File: config.mk
export PLATFORM = sky130hd
export DESIGN_NAME = crc_frame_engine
export DESIGN_NICKNAME = d
export VERILOG_FILES = /design/src/rtl/crc_frame_engine.sv
export SDC_FILE = /design/constraint.sdc
export NUM_CORES = 1
export LEC_CHECK = 0
export CELL_PAD_IN_SITES_DETAIL_PLACEMENT = 0
export CELL_PAD_IN_SITES_GLOBAL_PLACEMENT = 1
export CORE_ASPECT_RATIO = 0.5
export CORE_MARGIN = 2
export CORE_UTILIZATION = 38
export CTS_BUF_LIST = sky130_fd_sc_hd__clkbuf_8
export CTS_CLUSTER_SIZE = 20
export DETAILED_ROUTE_END_ITERATION = 12
export HOLD_SLACK_MARGIN = 0.12
export PLACE_DENSITY = 0.81
export SETUP_SLACK_MARGIN = 0.5
export SLEW_MARGIN = 20
export SYNTH_ARGS = -nofsm -noshare
export SYNTH_HDL_FRONTEND = slang
export SYNTH_SLANG_ARGS = --single-unit
File: constraint.sdc
create_clock -name clk -period 5.2 [get_ports clk]
set_input_delay 0.52 -clock clk [delete_from_list [all_inputs] [get_ports clk]]
set_output_delay 0.52 -clock clk [all_outputs]
set_load 0.05 [all_outputs]
File: src/rtl/crc_frame_engine.sv
// Framed CRC checker: accumulates a CRC over the enabled byte lanes of each frame
// and presents the final value plus a match flag against the CRC carried on the eof beat.
module crc_frame_engine #(
   parameter int unsigned      DATA_W  = 32,
   parameter int unsigned      CRC_W   = 16,
   parameter logic [CRC_W-1:0] POLY    = CRC_W'(16'h1021),
   parameter logic [CRC_W-1:0] INIT    = {CRC_W{1'b0}},
   parameter logic [CRC_W-1:0] XOR_OUT = {CRC_W{1'b0}}
) (
   input  logic                clk,
   input  logic                reset,
   input  logic                s_valid,
   output logic                s_ready,
   input  logic [DATA_W-1:0]   s_data,
   input  logic [DATA_W/8-1:0] s_keep,
   input  logic                s_sof,
   input  logic                s_eof,
   input  logic [CRC_W-1:0]    s_crc,
   output logic                m_valid,
   input  logic                m_ready,
   output logic [CRC_W-1:0]    m_crc,
   output logic                m_match,
   output logic [15:0]         err_count,
   output logic                drop_pulse,
   output logic                abort_pulse
);

   localparam int unsigned LANES = DATA_W / 8;

   typedef enum logic [1:0] {
      ST_IDLE   = 2'd0,
      ST_ACTIVE = 2'd1,
      ST_RESULT = 2'd2
   } state_t;

   // Bit-serial MSB-first CRC over enabled lanes, MSB lane first; disabled lanes are skipped.
   function automatic logic [CRC_W-1:0] crc_beat(
      input logic [CRC_W-1:0]  crc_in,
      input logic [DATA_W-1:0] data,
      input logic [LANES-1:0]  keep
   );
      logic [CRC_W-1:0] c;
      logic [CRC_W-1:0] nxt;
      logic             fb;
      c = crc_in;
      for (int lane = LANES - 1; lane >= 0; lane--) begin
         for (int b = 7; b >= 0; b--) begin
            fb  = c[CRC_W-1] ^ data[8*lane + b];
            nxt = {c[CRC_W-2:0], 1'b0} ^ (fb ? POLY : {CRC_W{1'b0}});
            c   = keep[lane] ? nxt : c;
         end
      end
      return c;
   endfunction

   state_t            state_q, state_d;
   logic [CRC_W-1:0]  crc_q, crc_d;
   logic              ready_q, ready_d;
   logic              m_valid_q, m_valid_d;
   logic [CRC_W-1:0]  m_crc_q, m_crc_d;
   logic              m_match_q, m_match_d;
   logic [15:0]       err_q, err_d;
   logic              drop_q, drop_d;
   logic              abort_q, abort_d;

   logic              accept_s;
   logic              result_entry_s;
   logic [CRC_W-1:0]  beat_crc_s;
   logic [CRC_W-1:0]  final_crc_s;

   assign accept_s    = s_valid & ready_q;
   assign beat_crc_s  = crc_beat(s_sof ? INIT : crc_q, s_data, s_keep);
   assign final_crc_s = beat_crc_s ^ XOR_OUT;

   always_ff @(posedge clk) begin
      if (reset) begin
         state_q   <= ST_IDLE;
         crc_q     <= INIT;
         ready_q   <= 1'b0;
         m_valid_q <= 1'b0;
         m_crc_q   <= {CRC_W{1'b0}};
         m_match_q <= 1'b0;
         err_q     <= 16'h0000;
         drop_q    <= 1'b0;
         abort_q   <= 1'b0;
      end else begin
         state_q   <= state_d;
         crc_q     <= crc_d;
         ready_q   <= ready_d;
         m_valid_q <= m_valid_d;
         m_crc_q   <= m_crc_d;
         m_match_q <= m_match_d;
         err_q     <= err_d;
         drop_q    <= drop_d;
         abort_q   <= abort_d;
      end
   end

   // A sof beat always reseeds, whether it opens a frame or aborts the current one.
   always_comb begin
      state_d = state_q;
      crc_d   = crc_q;
      case (state_q)
         ST_IDLE: begin
            if (accept_s && s_sof) begin
               crc_d   = beat_crc_s;
               state_d = s_eof ? ST_RESULT : ST_ACTIVE;
            end else begin
               state_d = ST_IDLE;
            end
         end
         ST_ACTIVE: begin
            if (accept_s) begin
               crc_d   = beat_crc_s;
               state_d = s_eof ? ST_RESULT : ST_ACTIVE;
            end else begin
               state_d = ST_ACTIVE;
            end
         end
         ST_RESULT: begin
            if (m_valid_q && m_ready) begin
               state_d = ST_IDLE;
            end else begin
               state_d = ST_RESULT;
            end
         end
         default: begin
            state_d = ST_IDLE;
            crc_d   = INIT;
         end
      endcase
   end

   always_comb begin
      result_entry_s = (state_q != ST_RESULT) && (state_d == ST_RESULT);
      ready_d        = (state_d != ST_RESULT);
      m_valid_d      = (state_d == ST_RESULT);
      m_crc_d        = result_entry_s ? final_crc_s : m_crc_q;
      m_match_d      = result_entry_s ? (final_crc_s == s_crc) : m_match_q;
      if (result_entry_s && (final_crc_s != s_crc) && (err_q != 16'hFFFF)) begin
         err_d = err_q + 16'h0001;
      end else begin
         err_d = err_q;
      end
      drop_d  = accept_s && (state_q == ST_IDLE) && !s_sof;
      abort_d = accept_s && (state_q == ST_ACTIVE) && s_sof;
   end

   assign s_ready     = ready_q;
   assign m_valid     = m_valid_q;
   assign m_crc       = m_crc_q;
   assign m_match     = m_match_q;
   assign err_count   = err_q;
   assign drop_pulse  = drop_q;
   assign abort_pulse = abort_q;

endmodule

After elaboration in Yosys (flattened, before gate mapping)
Index checks and enable logic that the tools add are counted.
{ "classes": {"bitwise": 66, "mux": 73, "add_sub_neg": 1, "eq_ne": 10, "n_reduce_logical": 12} }
{ "ops": {"columns": ["operator", "n"], "rows": [
  ["16-bit 2-to-1 mux", 35],
  ["16-bit by 13-bit XOR with 16-bit output", 32],
  ["13-bit 2-to-1 mux", 32],
  ["16-bit one-hot mux with 3 select lines", 1],
  ["1-bit XOR", 32],
  ["16-bit by 1-bit adder with 16-bit output, second input constant", 1],
  ["16-bit == test", 1],
  ["16-bit != test", 1],
  ["16-bit != test, second input constant", 1],
  ["1-bit logical AND", 9],
  ["2-bit 2-to-1 mux", 4],
  ["2-bit != test, second input constant", 4],
  ["2-bit one-hot mux with 3 select lines", 1],
  ["2-bit == test, second input constant", 2],
  ["3-bit AND reduction", 1],
  ["2-bit by 1-bit == test with 1-bit output, second input constant", 1],
  ["2-bit logical NOT", 1],
  ["1-bit bitwise AND", 1],
  ["1-bit logical NOT", 1],
  ["1-bit inverter", 1]
]} }
{ "word_totals": {"word_cells": 171, "in_bits": 58, "reg_bits": 55, "out_inout_bits": 37} }

Longest topological paths before layout
Gate-level depths: netlist of run 1.
{ "depth": {"ltp_word": 132, "depth_mapped": 22} }

Worst setup path after synthesis of run 1
OpenSTA, ideal clock, no wires.
{ "synth_timing": {"path_type": "in2reg", "from": "input port s_sof", "to": "register err_q[2] (netlist: err_count[2])", "setup_ns": 0.121, "n_path_buf": 1, "setup_slack_ns": -0.311, "cell_stages": 18, "arrival_ns": 5.390, "path_cell_list": "buf_2 > or4b_1 > a21boi_1 > nor3_1 > a311oi_4 > nor3_1 > a2111o_1 > or4_4 > mux2i_4 > xnor2_2 > xnor3_1 > or3_1 > a31oi_4 > xnor2_1 > o41a_1 > or4b_1 > and3_1 > mux2_4"} }
{ "synth_between": {"elab_chain_len": 84} }
{ "synth_lines": {"columns": ["element", "line", "rtl"], "rows": [
  ["start: declaration", "16", "input logic s_sof,"],
  ["16-bit 2-to-1 mux", "72", "assign beat_crc_s = crc_beat(s_sof ? INIT : crc_q, s_data, s_keep);"],
  ["16-bit by 13-bit XOR with 16-bit output or 1-bit XOR (tied branches)", "49, 48", null],
  ["16-bit 2-to-1 mux or 13-bit 2-to-1 mux (tied branches)", "50, 49", null],
  ["16-bit by 13-bit XOR with 16-bit output or 1-bit XOR (tied branches)", "49, 48", null],
  ["16-bit 2-to-1 mux or 13-bit 2-to-1 mux (tied branches)", "50, 49", null],
  ["16-bit by 13-bit XOR with 16-bit output or 1-bit XOR (tied branches)", "49, 48", null],
  ["16-bit 2-to-1 mux or 13-bit 2-to-1 mux (tied branches)", "50, 49", null],
  ["1-bit XOR or 16-bit by 13-bit XOR with 16-bit output (tied branches)", "48, 49", null],
  ["(+67 left out)", null, null],
  ["16-bit by 13-bit XOR with 16-bit output or 1-bit XOR (tied branches)", "49, 48", null],
  ["16-bit 2-to-1 mux or 13-bit 2-to-1 mux (tied branches)", "50, 49", null],
  ["1-bit XOR or 16-bit by 13-bit XOR with 16-bit output (tied branches)", "48, 49", null],
  ["13-bit 2-to-1 mux or 16-bit 2-to-1 mux (tied branches)", "49, 50", null],
  ["16-bit by 13-bit XOR with 16-bit output", "49", "nxt = {c[CRC_W-2:0], 1'b0} ^ (fb ? POLY : {CRC_W{1'b0}});"],
  ["16-bit 2-to-1 mux", "50", "c = keep[lane] ? nxt : c;"],
  ["16-bit != test", "140", "if (result_entry_s && (final_crc_s != s_crc) && (err_q != 16'hFFFF)) begin"],
  ["1-bit logical AND * (2 in a row)", "140", null],
  ["end signal: assignment", "93", "err_q <= err_d;"],
  ["end: declaration", "62", "logic [15:0] err_q, err_d;"]
]} }
Every way passes the cells marked *; elsewhere a longest branch is shown, timed or not.
A chain may end at the register's enable or synchronous reset.

Worst setup path after layout of run 1
{ "layout_timing": {"from": "input port s_sof", "to": "register err_q[13] (netlist: err_count[13])"} }
Same word-level chain as after synthesis.

==> impl_metrics.toml, run 1 <==
[route]
via_count = 7008
first_iter_violations = 444
avgRoutedWirePerCell_microns = 17.3
routed_via_density = 5.55
ant_nets = 0
remaining_drc_errors = 0
drt-total-wl_microns = 21900
dr.pass1.iters = 6

[place]
place.gp.congestion = 0.923
dp_hpwl_microns = 16700
io_buffers = 94
place_area_sq_um = 8560

[timing]
finalSetupViolCount = 7
finalCritPeriodShare_pct = 101
fin_crit_ns = 5.27
fin_ws_ns = -0.0746
relSlewSlack_pct = 46.0
hold_slack_ns = 0.469
skew_ns = 0.0104
slew_violations = 0
rsz0062_at_grt = "true"
max_freq_mhz = 190
worst_pin_slew_ns = 0.805
hold_viol_final = 0

[logic_synthesis]
ys_top_cells_by_area = "dfxtp_1, xnor2_1, xor2_1, nor2_1, nand2_1"
synth_area_sq_um = 6150
yosysTopAreaCell = "dfxtp_1"
yosysSeqAreaShare_pct = 17.9
postSynthAreaPerCell_sq_um = 7.75
synth_ff_type = "dfxtp_1"
synth_commonest_cells = "xnor2_1, nor2_1, nand2_1, dfxtp_1, a21oi_1"
synth-async-reset-ratio_pct = 0
ys_seq_elements = 55
yosysMostFrequentCell = "xnor2_1"
netlist_instances = 794
synth.distinct_cells = 94
yosysWarnings = 0
synth_edf_count = 0
synth_top_area_share_pct = 17.9
synthesis.nets = 853

[critical_path]
critPathRequiredTime_ns = 5.45
crit_top_cell = "buf_4"
critPathMaxStageDelay_ns = 0.48
start_kind = "primary input"
setup.worst_path.end_class = "register"
crit_chain = "buf_8, bufbuf_16, buf_4, nor2b_1, buf_4, buf_4, a211o_1, buf_6, buf_6, xnor3_2, xnor3_1, xnor2_1, mux2_4, xnor3_1, or3_4, a31oi_4, xnor2_2, o41a_1, nor4b_4, buf_4, buf_12, buf_16, or4_4, a21oi_2"
worstPathMaxFanout = 11
crit_type = "in2reg"
worst_path_max_delay_cell = "or4_4"
arrival_ns = 5.52

[cells_and_area]
multi_input_area_sq_um = 5420
area_growth_pct = 58.6
drive_gt1_share_pct = 34.3
insertedDiodeCount = 0
fin_util_pct = 62.5
final_area_sq_um = 9760
fill_cells = 1352
nets = 1117
seq_area_sq_um = 1110

[grt]
grt_max_degree = 61
antenna_found_initial = 0
grt-ovfl-total = 0
grt_pass1_vias = 6829
track_usage_pct = 25.4
grt_pass1_wl_microns = 34900

[hold_path]
min_path_type = "reg2reg"

[pwr]
p_per_area_nw_per_um2 = 344
p_leak_nw = 3.91
irDropWorstVdd_v = 0.000178

[clock_tree]
cts_tree = "built"
cts-root-buf = "clkbuf_8"
clk_pin_slew_worst_paths_ns = 0.10
numCtsBuffers = 5
cts.hold.buffers_added = 0
cts.sinks = 55
clockBufferDepth = 2
h-tree-depth = 2
insertion_delay_ns = 0.31

[die]
die_area_sq_um = 17300
die_w_microns = 184
ios = 95
fp-row-count = 32
coreArea_sq_um = 15600
die_h_microns = 94.0
floorplan.initialDensity_pct = 39.4

[run_status]
status = "finished, violations left"
violations = "setup timing"

[flow_run]
drv_cap = 0
## metal layers
metal  share of wire (%)  global-route usage, %  vias up
met5                   0                      0        -
met4                 1.9                   6.73        0
li1                    -                      -     3416
met1                  46                   34.7     3341
met3                 6.1                   3.37       34
met2                  46                   42.2      217
## stage by stage
step | instances | TNS, ns | worst slack [ns] | power (mW)
6_report | 1263 | -0.279 | -0.0746 | 3.36
3_5_place_dp | 1206 | -10.31 | -0.749 | 2.73
2_1_floorplan | 794 | 0 | 0.106 | 1.83
3_3_place_gp | 1206 | -8.81 | -0.671 | 2.69
4_1_cts | 1251 | -0.319 | -0.0865 | 3.20
5_1_grt | 1263 | -2.13 | -0.211 | 3.57
## worst paths after layout
check / from / end / slack, ns / cells after the start
worst min-delay path: m_crc[3] / m_crc[3] / 0.47 / 2
worst max-delay path: s_sof / err_count[13] / -0.07 / 24
worst max register to register: crc_q[12] / err_count[11] / -0.06 / 22
worst min register to register: m_crc[3] / m_crc[3] / 0.47 / 2
## report_power, final
| group | leakage (nW) | internal, mW | switching, mW |
|---|---|---|---|
| sequential | 0.448 | 0.444 | 0.0284 |
| combinational | 3.40 | 1.36 | 1.22 |
| clock | 0.0618 | 0.159 | 0.148 |
| total | 3.91 | 1.97 | 1.39 |
## sequential cells by signal (all words and copies together) (netlist names)
| name | count |
|---|---|
| abort_pulse | 1 |
| crc_q | 16 |
| drop_pulse | 1 |
| err_count | 16 |
| m_crc | 16 |
| m_match | 1 |
| m_valid | 1 |
| s_ready | 1 |
| state_q | 2 |
## logic make-up after synthesis
family	count (synthesis)	synth area share (%)
adder cells (fa/ha/maj)	1	0.203
AND/OR/NAND/NOR	303	25.7
flip-flops	55	17.9
buffers and inverters	69	4.78
XOR/XNOR	130	20.9
AO/OA/AOI/OAI	204	24.4
multiplexers	32	6.06
## what timing repair did
item | CTS | global route
buffers inserted | 32 | 12
gates cloned | 5 | 0
pin swaps | 38 | 34
endpoints found under the setup margin | 22 | 21
resized for setup | 102 | 49
## worst max-delay path, delay by kind of cell
kind	cells	cell delay (ns)
xor+xnor	5	1.33
compound gates	4	0.83
simple gates	4	1.04
mux	1	0.29
buf+inv	10	1.46
## area by class of cell
class | instances | area share (%)
clock inverters | 2 | 0.397
clock buffers | 6 | 0.846
flip-flops and latches | 55 | 11.4
well taps | 204 | 2.62
multi-input cells | 670 | 55.5
inverters | 17 | 0.654
repair buffers | 309 | 28.6
## cells in the final DEF, fill, tap and decap left out, types with 15 or more instances in the layout
cell / count
a21oi_1: 42
a22oi_1: 21
buf_4: 187
buf_6: 15
clkdlybuf4s50_1: 83
dfxtp_1: 50
nand2_1: 69
nand3_1: 17
nor2_1: 71
nor3_1: 19
o21ai_0: 15
xnor2_1: 65
xnor2_2: 19
xor2_1: 28
(Power assumes the default switching activity.)
==> inputs of run 2 (changes only) <==
--- a/config.mk
+++ b/config.mk
@@ -16,7 +16,7 @@
 export HOLD_SLACK_MARGIN = 0.12
 export PLACE_DENSITY = 0.81
 export SETUP_SLACK_MARGIN = 0.5
-export SLEW_MARGIN = 20
+export SLEW_MARGIN = 5
 export SYNTH_ARGS = -nofsm -noshare
 export SYNTH_HDL_FRONTEND = slang
 export SYNTH_SLANG_ARGS = --single-unit
==> run 2 against run 1 <==
  * The run still ends with setup timing left
  * Largest cell class unchanged
  * Critical path depth unchanged
  * Routed wire length increased by 0.91%
  * Global-route usage unchanged
  * Non-clock buffer count increased by 3
  * Hold slack about the same
  * Maximum frequency decreased by 0.55%
  * Highest routed layer unchanged
  * Clock-buffer cell count unchanged
  * Largest power group unchanged
  * Setup slack got worse by 0.029 ns
  * Clock power about the same
  * Total power increased by 1.2%
  * Via count increased by 0.33%
  * Clock skew increased by 0.00051 ns
==> impl_metrics.toml, run 2 (same netlist as run 1, synthesis figures left out) <==
[run_status]
status = "finished, violations left"
violations = "setup timing"

[place]
place_ws_ns = -0.749
dp.cells = 1206
io_buffers = 94
place_area_sq_um = 8560
place.gp.congestion = 0.923
dp_hpwl_microns = 16700

[pwr]
p_int_mw = 1.99
clockPowerShare_pct = 8.9
p_leak_nw = 3.93
p_sw_mw = 1.41
power_mw = 3.40
irDropWorstVdd_v = 0.000178
pwr-share-comb_pct = 77.2
switching_share_pct = 41.5
p_seq_share_pct = 13.9
p_per_area_nw_per_um2 = 347

[cells_and_area]
final_cell_mix = "buf_4, clkdlybuf4s50_1, nor2_1"
area_growth_pct = 59.2
drive_gt1_share_pct = 34.5
insertedDiodeCount = 0
fin_util_pct = 62.7
fill_cells = 1347
nets = 1120
final_area_sq_um = 9790
final_cells = 1266
final_common_cell = "buf_4"

[route]
drt-total-wl_microns = 22100
avgRoutedWirePerCell_microns = 17.5
routed_via_density = 5.55
via_count = 7031
ant_nets = 0
dr.pass1.iters = 5
remaining_drc_errors = 0
first_iter_violations = 385

[clock_tree]
clockBufferDepth = 2
numCtsBuffers = 5
clk_pin_slew_worst_paths_ns = 0.10
insertion_delay_ns = 0.31
cts-root-buf = "clkbuf_8"
cts_tree = "built"
cts.sinks = 55
h-tree-depth = 2

[grt]
track_usage_pct = 25.4
grt-ovfl-total = 0
grt_pass1_vias = 6829
antenna_found_initial = 0
grt_pass1_wl_microns = 34900
grt_max_degree = 61

[die]
floorplan.initialDensity_pct = 39.4
ios = 95
fp-row-count = 32
coreArea_sq_um = 15600
die_h_microns = 94.0
die_w_microns = 184
die_area_sq_um = 17300

[timing]
finalSetupViolCount = 9
skew_ns = 0.0109
slew_violations = 0
relSlewSlack_pct = 22.6
rsz0062_at_grt = "true"
setup_tns_ns = -0.563
worst_pin_slew_ns = 1.15
max_freq_mhz = 189
hold_slack_ns = 0.469
fin_ws_ns = -0.104
finalCritPeriodShare_pct = 102
fin_crit_ns = 5.30
hold_viol_final = 0

[critical_path]
critPathMaxStageDelay_ns = 0.48
worst_path_max_delay_cell = "or4_4"
crit_type = "in2reg"
setup.worst_path.end_class = "register"
reg2reg_from = "crc_q[12]"
startpoint = "s_sof"
cpLargestDelayFamily = "buffers and inverters"
arrival_ns = 5.54
start_kind = "primary input"
worstPathMaxFanout = 11
critPathRequiredTime_ns = 5.44
crit_top_cell = "buf_4"
crit_chain = "buf_8, bufbuf_16, buf_4, nor2b_1, buf_4, buf_4, a211o_1, buf_6, buf_6, xnor3_2, xnor3_1, xnor2_1, mux2_4, xnor3_1, or3_4, a31oi_4, xnor2_2, o41a_1, nor4b_4, buf_4, buf_12, buf_16, or4_4, a21oi_2"
path_buf_inv = 10

[hold_path]
min_from = "m_crc[2]"
min_path_type = "reg2reg"

[flow_run]
drv_cap = 0
run 2: area by class of cell:
class	instances	area (sq um)	share of cell area [%]
clock inverters	2	38.8	0.396
well taps	204	255	2.61
clock buffers	6	82.6	0.843
multi-input cells	670	5430	55.4
flip-flops and latches	55	1110	11.3
repair buffers	312	2810	28.7
inverters	17	63.8	0.652
run 2: timing repair:
item	4_1_cts	5_1_grt
buffers inserted	32	15
cloned	5	0
endpoints found under the setup margin	22	21
pin swaps	38	41
hold buffers	0	0
gates resized for setup	102	51
run 2: worst paths after layout:
| path | to | slack [ns] | depth (start not counted) |
|---|---|---|---|
| worst max register to register | err_count[11] | -0.10 | 22 |
| worst min-delay path | m_crc[2] | 0.47 | 2 |
| worst max-delay path | err_count[13] | -0.10 | 24 |
| worst min register to register | m_crc[2] | 0.47 | 2 |
run 2: power groups by stage:
stage,Combinational (mW),Sequential (mW),Clock [mW]
global placement,2.22,0.478,0
finish,2.63,0.473,0.304
detailed placement,2.25,0.478,0
global route,2.80,0.475,0.331
CTS,2.42,0.469,0.310
floorplan,1.33,0.496,0
run 2: tightest hold or removal path, cell delays in order (launching register included):
cell and delay, ns:
dfxtp_1 0.32, nand2_1 0.05, a21oi_1 0.05
run 2: per-layer routing:
layer / track usage [%] / part of all wire, %
met4: 6.73 / 2.3
met5: 0 / 0
met2: 42.2 / 46
met3: 3.37 / 5.8
met1: 34.7 / 46
==> inputs of run 3 (changes only) <==
--- a/config.mk
+++ b/config.mk
@@ -5,6 +5,7 @@
 export SDC_FILE = /design/constraint.sdc
 export NUM_CORES = 1
 export LEC_CHECK = 0
+export CAP_MARGIN = 20
 export CELL_PAD_IN_SITES_DETAIL_PLACEMENT = 0
 export CELL_PAD_IN_SITES_GLOBAL_PLACEMENT = 1
 export CORE_ASPECT_RATIO = 0.5
==> run 3 against run 2 <==
  * The run still ends with setup timing left
  * Routed wire length up 2.3%
  * Clock power about the same
  * Highest routed layer unchanged
  * Sequential share of layout area down 0.23 points
  * Clock-buffer cell count unchanged
  * Global-route usage unchanged
==> impl_metrics.toml, run 3 (same netlist as run 1, synthesis figures left out) <==
[route]
avgRoutedWirePerCell_microns = 17.7
via_count = 7102
remaining_drc_errors = 0
dr.pass1.iters = 5
ant_nets = 0
routed_via_density = 5.57
first_iter_violations = 472
drt-total-wl_microns = 22600

[critical_path]
arrival_ns = 5.54
worst_path_max_delay_cell = "or4_4"
critPathRequiredTime_ns = 5.41
setup.worst_path.end_class = "register"
start_kind = "register"
crit_type = "reg2reg"
crit_chain = "buf_4, xnor2_2, mux2_4, or3_4, a22o_1, o221a_4, o21a_1, o41ai_2, nand3_2, xor2_2, xnor2_2, buf_6, a21oi_4, xnor2_2, o2111ai_2, or4_4, nor4b_4, buf_4, buf_12, buf_16, nor3_2, mux2_1"
crit_top_cell = "xnor2_2"
critPathMaxStageDelay_ns = 0.55
worstPathMaxFanout = 8
ff2ff_path_depth = 22

[place]
place_area_sq_um = 8560
dp_hpwl_microns = 16700
dp.cells = 1206
place.gp.congestion = 0.923
io_buffers = 94

[pwr]
p_per_area_nw_per_um2 = 349
clockPowerShare_pct = 8.7
p_seq_share_pct = 13.6
p_int_mw = 2.04
pwr-share-comb_pct = 77.7
power_mw = 3.49
p_sw_mw = 1.45
switching_share_pct = 41.5
p_leak_nw = 4.01
irDropWorstVdd_v = 0.000191

[grt]
track_usage_pct = 25.4
grt_pass1_wl_microns = 34900
antenna_found_initial = 0
grt_max_degree = 61
grt_pass1_vias = 6829
grt-ovfl-total = 0

[hold_path]
min_path_type = "reg2reg"
hold_depth = 2

[cells_and_area]
nets = 1130
drive_gt1_share_pct = 36.8
final_cells = 1276
final_area_sq_um = 10000
insertedDiodeCount = 0
final_cell_mix = "buf_4, clkdlybuf4s50_1, nor2_1"
fill_cells = 1322
final_common_cell = "buf_4"
area_growth_pct = 62.6

[timing]
skew_ns = 0.0116
slew_violations = 0
hold_viol_final = 0
max_freq_mhz = 188
finalCritPeriodShare_pct = 102
fin_crit_ns = 5.33
rsz0062_at_grt = "true"
fin_ws_ns = -0.129
relSlewSlack_pct = 44.0
finalSetupViolCount = 8
setup_tns_ns = -0.666
worst_pin_slew_ns = 0.835

[die]
floorplan.initialDensity_pct = 39.4
die_w_microns = 184
coreArea_sq_um = 15600
ios = 95
fp-row-count = 32
die_area_sq_um = 17300
die_h_microns = 94.0

[run_status]
status = "finished, violations left"
violations = "setup timing"

[clock_tree]
cts.sinks = 55
cts-root-buf = "clkbuf_8"
clockBufferDepth = 2
insertion_delay_ns = 0.31
h-tree-depth = 2
clk_pin_slew_worst_paths_ns = 0.10
cts_tree = "built"
numCtsBuffers = 5
cts.hold.buffers_added = 0

[flow_run]
drv_cap = 0
run 3: path summary, 6_finish.rpt:
kind | startpoint | end | slack (ns)
setup reg to reg | crc_q[12] | err_count[4] | -0.13
setup / recovery | crc_q[12] | err_count[4] | -0.13
hold / removal | m_crc[2] | m_crc[2] | 0.47
hold reg to reg | m_crc[2] | m_crc[2] | 0.47
run 3: power groups by stage:
stage	clock (mW)	combinational [mW]	sequential (mW)
after global routing	0.331	2.89	0.476
after global placement	0	2.22	0.478
after CTS	0.310	2.42	0.469
after detailed placement	0	2.25	0.478
final	0.304	2.71	0.474
after floorplan	0	1.33	0.496
run 3: worst max-delay path, delay by kind of cell (launching register included):
| kind | cells | cell delay, ns |
|---|---|---|
| AO/OA/AOI/OAI | 6 | 1.39 |
| XOR/XNOR | 4 | 0.66 |
| buffers and inverters | 5 | 0.71 |
| flip-flops | 1 | 0.36 |
| multiplexers | 2 | 0.66 |
| AND/OR/NAND/NOR | 5 | 1.46 |
run 3: layer usage:
metal	GRT usage (%)	part of all wire, %	vias to the layer above
met5	0	0	-
met3	3.37	5.0	36
li1	-	-	3448
met2	42.2	46	225
met1	34.7	46	3393
met4	6.73	2.1	0
run 3: cell type report:
type                            count  area, sq um  share of cell area [%]
Clock buffer                        6         82.6                   0.825
Clock inverter                      2         38.8                   0.388
Inverter                           17         63.8                   0.638
Multi-Input combinational cell    670         5540                    55.4
Sequential cell                    55         1110                    11.1
Tap cell                          204          255                    2.55
Timing Repair Buffer              322         2910                    29.1
run 3: timing repair:
action,4_1_cts,5_1_grt
endpoints found under the setup margin,22,21
cloned,5,1
pin swaps,38,60
buffers inserted,32,22
resized for setup,102,78
run 3: stage by stage:
step | hold slack, ns | util [%] | setup slack, ns
final | 0.470 | 64.1 | -0.129
after global routing | 0.496 | 64.1 | -0.256
after floorplan | 0.470 | - | 0.106
after CTS | 0.474 | 60.5 | -0.0865
after global placement | 0.448 | 54.8 | -0.671
after detailed placement | 0.458 | 54.8 | -0.749
